===== src/rtl/a0_monitor.sv =====
// a0_monitor: samples the core's a0 result every cycle and queues each new value,
// tagged with a sequence number, in a small FIFO drained over valid/ready.
module a0_monitor #(
    parameter int DEPTH = 8,
    parameter int CNT_W = 8
) (
    input  logic                     clk,
    input  logic                     rst,
    input  logic [31:0]              a0,
    input  logic                     en,
    output logic                     out_valid,
    input  logic                     out_ready,
    output logic [31:0]              out_data,
    output logic [CNT_W-1:0]         out_seq,
    output logic [$clog2(DEPTH):0]   level,
    output logic                     overflow,
    output logic [CNT_W-1:0]         drop_cnt
);

    localparam int AW = $clog2(DEPTH);
    localparam int LW = AW + 1;
    localparam logic [LW-1:0]    FULL_LVL = LW'(DEPTH);
    localparam logic [CNT_W-1:0] CNT_MAX  = {CNT_W{1'b1}};

    logic [31:0]      last_r;
    logic [CNT_W-1:0] seq_r;
    logic [AW-1:0]    wr_ptr_r;
    logic [AW-1:0]    rd_ptr_r;
    logic [LW-1:0]    level_r;
    logic             overflow_r;
    logic [CNT_W-1:0] drop_cnt_r;
    logic [31:0]      data_mem_r [DEPTH];
    logic [CNT_W-1:0] seq_mem_r  [DEPTH];

    logic push_req_s;
    logic pop_s;
    logic push_ok_s;
    logic drop_s;
    logic valid_s;

    // Handshake decode; a full FIFO still accepts a push when the head leaves this cycle.
    always_comb begin
        valid_s    = (level_r != {LW{1'b0}});
        push_req_s = en & (a0 != last_r);
        pop_s      = valid_s & out_ready;
        push_ok_s  = push_req_s & ((level_r < FULL_LVL) | pop_s);
        drop_s     = push_req_s & ~push_ok_s;
    end

    // Head presentation, forced to zero when nothing is queued.
    always_comb begin
        out_valid = valid_s;
        level     = level_r;
        overflow  = overflow_r;
        drop_cnt  = drop_cnt_r;
        if (valid_s) begin
            out_data = data_mem_r[rd_ptr_r];
            out_seq  = seq_mem_r[rd_ptr_r];
        end else begin
            out_data = 32'd0;
            out_seq  = {CNT_W{1'b0}};
        end
    end

    // Control state: shadow of a0, sequence counter, pointers, occupancy and loss accounting.
    always_ff @(posedge clk or posedge rst) begin
        if (rst) begin
            last_r     <= 32'd0;
            seq_r      <= {CNT_W{1'b0}};
            wr_ptr_r   <= {AW{1'b0}};
            rd_ptr_r   <= {AW{1'b0}};
            level_r    <= {LW{1'b0}};
            overflow_r <= 1'b0;
            drop_cnt_r <= {CNT_W{1'b0}};
        end else begin
            if (en) begin
                last_r <= a0;
            end
            if (push_ok_s) begin
                seq_r    <= seq_r + CNT_W'(1);
                wr_ptr_r <= wr_ptr_r + AW'(1);
            end
            if (pop_s) begin
                rd_ptr_r <= rd_ptr_r + AW'(1);
            end
            case ({push_ok_s, pop_s})
                2'b10:   level_r <= level_r + LW'(1);
                2'b01:   level_r <= level_r - LW'(1);
                default: level_r <= level_r;
            endcase
            // Dropped changes never consume a sequence number, only the counter.
            if (drop_s) begin
                overflow_r <= 1'b1;
                if (drop_cnt_r != CNT_MAX) begin
                    drop_cnt_r <= drop_cnt_r + CNT_W'(1);
                end
            end
        end
    end

    // Entry storage; contents are meaningless until written, so no reset.
    always_ff @(posedge clk) begin
        if (push_ok_s) begin
            data_mem_r[wr_ptr_r] <= a0;
            seq_mem_r[wr_ptr_r]  <= seq_r;
        end
    end

endmodule


===== config.mk =====
export PLATFORM = sky130hd
export DESIGN_NAME = a0_monitor
export DESIGN_NICKNAME = d
export VERILOG_FILES = /design/src/rtl/a0_monitor.sv
export SDC_FILE = /design/constraint.sdc
export NUM_CORES = 1
export LEC_CHECK = 0
export ABC_AREA = 1
export ABC_CLOCK_PERIOD_IN_PS = 3000
export CAP_MARGIN = 20
export CORE_AREA = 2 2 175 177
export DETAILED_ROUTE_END_ITERATION = 16
export DIE_AREA = 0 0 177 179
export GPL_TIMING_DRIVEN = 0
export PLACE_DENSITY = 0.85
export SLEW_MARGIN = 20
export SYNTH_ARGS = -nofsm -noshare
export SYNTH_HDL_FRONTEND = slang
export SYNTH_SLANG_ARGS = --single-unit

===== constraint.sdc =====
create_clock -name clk -period 3 [get_ports clk]
set_input_delay 0.9 -clock clk [delete_from_list [all_inputs] [get_ports clk]]
set_output_delay 0.9 -clock clk [all_outputs]
set_load 0.005 [all_outputs]

* Yosys cells after proc, flatten, opt, wreduce, memory -nomap -nowiden
Memory sizes are Yosys's and may differ from the RTL's.
Index checks and enable logic that the tools add are counted.
** Word-level totals
- Bits in registers :: 59
- Memory bits (writable) :: 320
- Input bits :: 36
- Memories :: 2
** Memory list
- data_mem_r :: depth 8, bits a word 32, read ports 1, clocked after memory_dff 0, wr ports 1, line 32 : logic [31:0] data_mem_r [DEPTH];
- seq_mem_r :: depth 8, bits a word 8, read ports 1, clocked after memory_dff 0, wr ports 1, line 33 : logic [CNT_W-1:0] seq_mem_r [DEPTH];
** Cells by class
- Add/subtract/negate cells :: 6
- Order comparisons :: 1
- Equality and inequality tests :: 4
- Mux-type cells :: 5
- Bitwise gates (word level) :: 6
- Reduce and logical (&&, ||, !) cells :: 3
** Operators by type and width (number)
- 32-bit two-way mux :: 1
- 32-bit inequality test :: 1
- 8-bit by 1-bit adder with 8-bit output, second input constant :: 2
- 8-bit two-way mux :: 1
- 8-bit inequality test, second input constant :: 1
- 4-bit one-hot mux with 2 select lines :: 1
- 3-bit by 1-bit adder with 3-bit output, second input constant :: 2
- 4-bit by 1-bit adder with 4-bit output, second input constant :: 1
- 1-bit bitwise AND :: 4
- 4-bit less-than comparator, second input constant :: 1
- 4-bit nonzero test :: 1
- 4-bit by 1-bit subtractor with 4-bit output, second input constant :: 1
- 2-bit by 1-bit equality test with 1-bit output, second input constant :: 1
- 2-bit equality test, second input constant :: 1
- 1-bit two-way mux :: 2
- 2-bit AND reduction :: 1
- 2-bit nonzero test :: 1
- 1-bit NOT :: 1
- 1-bit OR :: 1

* Depth between registers and ports, before layout
Gate-level depths: netlist of run 1.
- Depth after elaboration :: 7
- Gate-level depth with buffers :: 17
- Mapped depth without buffers :: 16

* Least setup slack after synthesis of run 1
Ideal clock, no wire load.
- Kind :: input-to-reg
- Start :: input a0[7]
- End :: memory data_mem_r[0][0], enable pin
- Data arrival time :: 3.373 ns
- Setup slack :: -0.810 ns
- Stages :: 12
- Path buffers :: 0
- Cell sequence :: inv_1 > nand2_1 > nand2_1 > inv_1 > nor2_1 > nand2_1 > nor2_1 > nand2_1 > nor2_2 > nor3_4 > nand2_2 > nor2_1
** On the way
- Word-level cells in the longest chain between the ends :: 5
** RTL lines
- start, declared :: line 9 : input logic [31:0] a0,
- 32-bit inequality test :: line 44 : push_req_s = en & (a0 != last_r);
- 1-bit bitwise AND :: line 44
- 1-bit bitwise AND :: line 46 : push_ok_s = push_req_s & ((level_r < FULL_LVL) | pop_s);
- 1-bit two-way mux :: line 103 : if (push_ok_s) begin
- 1-bit two-way mux (not written as such) :: line 104 : data_mem_r[wr_ptr_r] <= a0;
- end, declared :: line 32
Every way passes these cells.

* Worst setup path after layout of run 1
- Start :: register rd_ptr_r[0]
- End :: output out_seq[2]
** On the way
- Word-level cells in the longest chain between the ends :: 2
** RTL lines
- start, declared :: line 28 : logic [AW-1:0] rd_ptr_r;
- start signal, assigned :: line 71 : rd_ptr_r <= {AW{1'b0}};
- start signal, assigned :: line 84 : rd_ptr_r <= rd_ptr_r + AW'(1);
- memory 8 x 8 bit
- 8-bit two-way mux :: line 56 : if (valid_s) begin
- end, declared :: line 14 : output logic [CNT_W-1:0] out_seq,
Every way passes these cells.

==> run metrics, run 1 <==
WP data arrival=2.27 ns; Crit-path slowest cell=dfrtp_1; drt via density=6.22; Clock Skew=0.0280 ns; critical path class=reg2out; first-pass GRT wire length=67,000 µm; First DRT Iteration DRCs=2,118; number of global-route vias before repair=12,200; switch share=37.5%; RSZ-0062 raised after global routing=true; Worst Hold Class=reg2reg; Port Buffers=88; DP HPWL=24,400 µm; Post-Layout Cell Count=2,005; final hold violations=0; #FFs+latches synth=379; DRT Pass-1 Iters=6; post-DR wirelength/cell=23.9 µm; placed inst area=17,600 µm²; Routability Congestion=0.860; Final WS setup=-0.168 ns; Simple-Gate Fraction of Synth Area=13.2%; Psw=7350 µW; fin area=19,700 µm²; Max transition margin=55.6%; synthesized instance count=1,414; I/O pin count=90; antenna cells=0; Main synth FF type=edfxtp_1; failing checks=negative setup slack; Startpoint Class=register; fin nets=1,622; largest family of logic cells by synthesized area=simple AND/OR/NAND/NOR gates; logic gate share of total power=40.7%; H-tree depth=2; CTS tree=built; crit-path max cell delay=0.37 ns; crit path time final=3.17 ns; via count=12,500; Post-synth EDFFs=320; post-placement cell count=1,908; Max-cap violations=0; # rows=64; Required @ worst endpoint=2.10 ns; Final Max Tran Viols=0; clock-pin slew on the worst setup and hold paths=0.06 ns; Reg power frac=34.9%; Compound-Gate Fraction of Synth Area=10.8%; share of layout cells above drive strength 1=20.7%; xor/xnor share of the synthesized area=1.27%; Die ar.=31,700 µm²; FFs w/ async S/R, synth=15.6%; Synth Warn #=0; Worst-Margin Slew=0.666 ns; worst path cell trace=buf_6 -> clkinv_8 -> buf_12 -> buf_12 -> o21ai_4 -> o22ai_2 -> o21ai_2 -> a31oi_2 -> buf_2; P_leak=0.00743 µW; most used cell, CP=buf_12; Setup crit end kind=output pin; DRT Wirelength=48,000 µm; worst vdd ir=0.669 mV; Final period util=106%; # setup viols final=34; Clk pwr share=24.4%; Clock Latency Late Sink=0.56 ns; cell-internal power=12,300 µW; GRT Util Overall=28.2%; post-synthesis adder-cell area fraction=0.553%; overflow left after global routing=0; PwrDens=997 nW/µm²; Mapped Area=15,800 µm²; DRT antenna net count=0; Clock Path Buffers=3; fmax=316 MHz; final core occ=65.5%; clock sinks=379; post-synthesis mux area share=0%; Critical Path Fanout Max=10; Cell variety after synth=36; Mapped Nets=1,457; TritonCTS Buffers=39; DRC violation count after routing=0; Hold-fix buffers, CTS=0; Die Wd=177 µm; CTS root buffer=clkbuf_16; chip height=179 µm; area delta synth->final=24.2%; syn_area_per_cell=11.2 µm²; initial antenna violation count=1; initial core utilization=52.8%; largest net degree at the start of global routing=51; register area share after synthesis=70.0%; Setup WS pre-CTS=-1.13 ns; core area=30,000 µm²; status=finished with violations
metrics by stage:
step,total power [µW],hold WS [ns],setup TNS [ns]
after global routing,20300,0.501,-3.93
after detailed placement,13500,0.461,-315.68
after floorplan,10400,0.451,-54.73
after global placement,13100,0.445,-627.63
final,19600,0.482,-1.94
after CTS,18400,0.494,-3.49
power by group through the flow:
stage	sequential, µW	clock, µW	combinational, µW
3_3_place_gp	6870	0	6200
5_1_grt	6880	4990	8470
6_report	6840	4790	7980
3_5_place_dp	6880	0	6600
2_1_floorplan	6800	0	3550
4_1_cts	6790	4720	6880
metal layers:
metal  vias to the layer above  track usage (%)  wire [µm]
li1                       5257                -          -
met1                      5931             35.4      16500
met2                      1032             46.3      23000
met3                       254             5.85       5720
met4                         2             15.0       2790
met5                         -                0         11
path summary, 6_finish.rpt:
| check | slack [ns] | startpoint | depth (start not counted) | to |
|---|---|---|---|---|
| worst max-delay path | -0.17 | rd_ptr_r[0] | 9 | out_seq[2] |
| worst min-delay path | 0.48 | overflow | 1 | overflow |
| worst max register to register | 0.23 | last_r[16] | 16 | level[2] |
| worst min register to register | 0.48 | overflow | 1 | overflow |
| max in group asynchronous | 1.87 | rst | 3 | last_r[20] |
| min in group asynchronous | 0.63 | rst | 2 | drop_cnt[6] |
critical path, delay by kind of cell, from the launching register on:
family / cells / cell delay, ns
buffers and inverters: 5 / 0.78
AOI/OAI and AO/OA: 4 / 0.57
DFF: 1 / 0.37
registers in the layout, summed over array words and instances (netlist names):
signal / count
drop_cnt: 8
rd_ptr_r: 3
data_mem_r: 256
last_r: 32
overflow: 1
level: 4
seq_mem_r: 64
seq_r: 8
wr_ptr_r: 3
final cells by class:
class                   count  area (µm²)
plain buffers              72         682
multi-input cells         874        4630
well taps                 396         495
inverters                  93         372
fillers                  1979       10400
repair buffers            120        1180
flip-flops and latches    379       11100
clock inverters            13         115
clock buffers              58        1120
Yosys cell counts, drive strengths merged, types with 12 or more instances:
master    n  area, µm²
edfxtp  320       9610
nand2   208        798
o22ai    40        250
nand4    12        105
dfrtp    59       1480
o21ai   236       1180
xnor2    13        114
inv      92        348
nor2    283       1070
clkbuf   39        146
a31oi    40        250
buf      34        169
timing repair:
action | 4_1_cts | 5_1_grt
resized for setup | 275 | 282
pin swaps | 12 | 51
endpoints found under the setup margin | 364 | 344
setup buffers | 13 | 4
cloned | 5 | 5
placed cells by master, fill, tap and decap left out, types with 7 or more instances in the layout:
master	instances
inv_1	83
o22ai_1	25
o21ai_2	23
buf_16	9
clkbuf_4	11
edfxtp_1	320
nand3_1	7
xnor2_1	12
clkbuf_16	46
o21ai_0	143
nor2_4	24
o22ai_2	15
clkbuf_1	23
buf_12	19
nand2_1	202
nor2_1	244
clkdlybuf4s50_1	16
nand4_1	10
dfrtp_1	59
o21ai_1	66
buf_6	11
buf_4	14
clkbuf_2	27
buf_2	57
a31oi_1	35
xor2_1	9
nor2_2	20
cell families after synthesis:
logic type,after synthesis
AND/OR/NAND/NOR,519
flip-flops,379
AO/OA/AOI/OAI,320
buffers and inverters,166
XOR/XNOR,23
adder cells (fa/ha/maj),7
(Power assumes the default switching activity.)
==> inputs of run 2 (changes only) <==
--- a/config.mk
+++ b/config.mk
@@ -6,13 +6,13 @@
 export NUM_CORES = 1
 export LEC_CHECK = 0
 export ABC_AREA = 1
-export ABC_CLOCK_PERIOD_IN_PS = 3000
+export ABC_CLOCK_PERIOD_IN_PS = 3700
 export CAP_MARGIN = 20
-export CORE_AREA = 2 2 175 177
+export CORE_AREA = 2 2 169 171
 export DETAILED_ROUTE_END_ITERATION = 16
-export DIE_AREA = 0 0 177 179
+export DIE_AREA = 0 0 171 173
 export GPL_TIMING_DRIVEN = 0
-export PLACE_DENSITY = 0.85
+export PLACE_DENSITY = 0.87
 export SLEW_MARGIN = 20
 export SYNTH_ARGS = -nofsm -noshare
 export SYNTH_HDL_FRONTEND = slang
==> constraint.sdc (replaced) <==
create_clock -name clk -period 3.7 [get_ports clk]
set_input_delay 1.11 -clock clk [delete_from_list [all_inputs] [get_ports clk]]
set_output_delay 1.11 -clock clk [all_outputs]
set_load 0.005 [all_outputs]
==> run 2 against run 1 <==
Effect of this change:
- the flow now finishes without violations
- count of clock-buffer cells in the layout is 5 lower
- non-clock buffer count is 5 lower
- combinational power is 27% lower
- critical path type unchanged
==> run metrics, run 2 (synthesis results as in run 1) <==
status=finished clean; Top reg by flops=data_mem_r; crit path time final=3.69 ns; CTS tree=built; Critical Path Fanout Max=10 (unchanged); critical path depth=6 (-3); Worst-Margin Slew=0.767 ns (+0.101 ns); Clk pwr share=25.8% (+1.4 points); R2R Setup Slk=0.74 ns (+0.51 ns); fin nets=1,611 (-0.68%); logic gate share of total power=38.0% (-2.7 points); PwrDens=792 nW/µm² (-21%); initial antenna violation count=1 (unchanged); Max transition margin=48.9% (-6.8 points); initial core utilization=57.4% (+4.6 points); largest net degree at the start of global routing=53 (+3.9%); WP data arrival=2.58 ns (+0.31 ns); Clock Latency Late Sink=0.55 ns (about the same); Reg power frac=36.2% (+1.3 points); Total Power=15,300 µW (-22%); Startpoint Class=register; worst hold margin=0.463 ns (-0.0193 ns); via count=12,400 (-0.94%); TritonCTS Buffers=38 (-2.6%); post-placement cell count=1,894 (-0.73%); Worst setup startpoint=rd_ptr_r[1]; DRT Pass-1 Iters=6 (unchanged); DRT antenna net count=0 (unchanged); RSZ-0062 raised after global routing=true; fin area=19,300 µm² (-1.8%); multi-input logic area=4170 µm² (-9.8%); chip height=173 µm (-3.4%); Routability Congestion=0.820 (-4.7%); clock sinks=379 (unchanged); placed inst area=17,600 µm² (+0.34%); Clock Path Buffers=3 (unchanged); post-DR wirelength/cell=23.2 µm (-3.0%); area delta synth->final=22.0%; share of layout cells above drive strength 1=11.0% (-9.7 points); H-tree depth=2 (unchanged); CTS root buffer=clkbuf_16; core area=27,600 µm² (-8.0%); First DRT Iteration DRCs=1,666 (-21%); overflow left after global routing=0 (unchanged); CP bufs+invs=3 (-2); # setup viols final=0 (-100%); worst vdd ir=0.447 mV (-33%); DRC violation count after routing=0 (unchanged); # rows=61 (-4.7%); Worst Hold Class=reg2reg; DP HPWL=26,300 µm (+7.5%); critical path class=reg2out; biggest regs=data_mem_r x256, seq_mem_r x64, last_r x32; Max-cap violations=0 (unchanged); endpoint of the worst-slack reg-to-reg timing path=level[2]; FILL cells=1,743 (-12%); final hold violations=0 (unchanged); worst reg2reg path depth=16 (unchanged); Setup crit end kind=output pin; most common library cell in the layout ignoring fill and taps=edfxtp_1; switch share=36.1% (-1.4 points); Setup crit end=out_data[31]; P_leak=0.00762 µW (+2.6%); Final Max Tran Viols=0 (unchanged); final core occ=69.9% (+4.4 points); Die ar.=29,600 µm² (-6.6%); Hold-fix buffers, CTS=0 (unchanged); worst path cell trace=buf_4 -> buf_1 -> nor2_1 -> o21ai_0 -> a31oi_1 -> dlygate4sd2_1; drt via density=6.25 (+0.47%); Die Wd=171 µm (-3.4%); commonest cells after routing, fill and taps aside=edfxtp_1, nor2_1, nand2_1; Port Buffers=88 (unchanged); I/O pin count=90 (unchanged); clock-pin slew on the worst setup and hold paths=0.07 ns (about the same); GRT Util Overall=31.0% (+2.9 points); sequential cell area=11,100 µm² (unchanged); Psw=5520 µW (-25%); worst flop-to-flop path startpoint=last_r[10]; cell-internal power=9780 µW (-20%); Crit-path slowest cell=buf_1; Clock Skew=0.0132 ns (-0.0149 ns); max FFs per register=256 (unchanged); crit-path max cell delay=0.61 ns (+0.24 ns); Post-Layout Cell Count=1,977 (-1.4%); Final period util=99.7%; first-pass GRT wire length=69,400 µm (+3.6%); fmax=271 MHz; number of global-route vias before repair=12,500 (+3.1%); DRT Wirelength=45,900 µm (-4.3%); Required @ worst endpoint=2.59 ns (+0.49 ns); critical path's top delay family=buffers and inverters
## run 2: cell count changes in the layout (fill, tap and decap cells not counted), moves of 11 or more
cell / delta
nor2_2: -18
o22ai_1: +14
o22ai_2: -14
dlymetal6s2s_1: +45
dlygate4sd2_1: +18
buf_12: -11
buf_2: -51
nor2_1: +28
o21ai_2: -22
o21ai_0: +18
nor2_4: -15
## run 2: layout make-up
cell class / count / share of cell area (%)
Clock inverter: 17 / 0.809
Timing Repair Buffer: 114 / 7.42
Multi-Input combinational cell: 869 / 21.6
Tap cell: 378 / 2.45
Inverter: 93 / 1.87
Antenna cell: 1 / 0.0129
Sequential cell: 379 / 57.4
Buffer: 73 / 2.70
Clock buffer: 53 / 5.80
## run 2: what timing repair did
| item | 4_1_cts | 5_1_grt |
|---|---|---|
| endpoints found under the setup margin | 195 | 110 |
| pin swaps | 10 | 3 |
| buffers inserted | 9 | 3 |
| cloned | 0 | 0 |
| resized for setup | 100 | 70 |
| hold endpoints to repair | 0 | 0 |
## run 2: through the flow
step,setup TNS (ns),setup WS [ns]
floorplan,-89.42,-0.320
finish,0,0.0125
detailed placement,-129.02,-0.620
global route,-0.136,-0.0940
CTS,-0.0737,-0.0737
global placement,-776.32,-2.71
## run 2: worst reg2reg max path: cells and delay by family, from the launching register on
| family | cells | cell delay [ns] |
|---|---|---|
| and+or+nand+nor | 8 | 1.10 |
| adders and majority gates | 2 | 0.44 |
| xor gates and xnor gates | 2 | 0.43 |
| DFF | 1 | 0.41 |
| buffers and inverters | 2 | 0.28 |
| AOI/OAI and AO/OA | 2 | 0.15 |
## run 2: how the worst min path moves through the flow
stage             start       end  slack, ns  depth (start not counted)
3_3_place_gp   overflow  overflow       0.45                          1
4_1_cts        overflow  overflow       0.46                          1
3_5_place_dp   overflow  overflow       0.45                          1
2_1_floorplan  overflow  overflow       0.45                          1
6_report       overflow  overflow       0.46                          1
5_1_grt        overflow  overflow       0.49                          1
## run 2: per-layer routing
metal	vias to the layer above	wire (µm)	track usage, %
li1	5220	-	-
met1	5852	15700	37.9
met2	1055	22100	50.2
met3	232	5440	7.92
met4	0	2740	17.8
met5	-	0	0
## run 2: power groups by stage
stage,clock network (µW),registers [µW],logic (µW)
after detailed placement,0,5580,5390
final,3950,5530,5810
after floorplan,0,5530,2870
after global routing,4110,5570,6220
after global placement,0,5580,4970
after CTS,3930,5510,5660
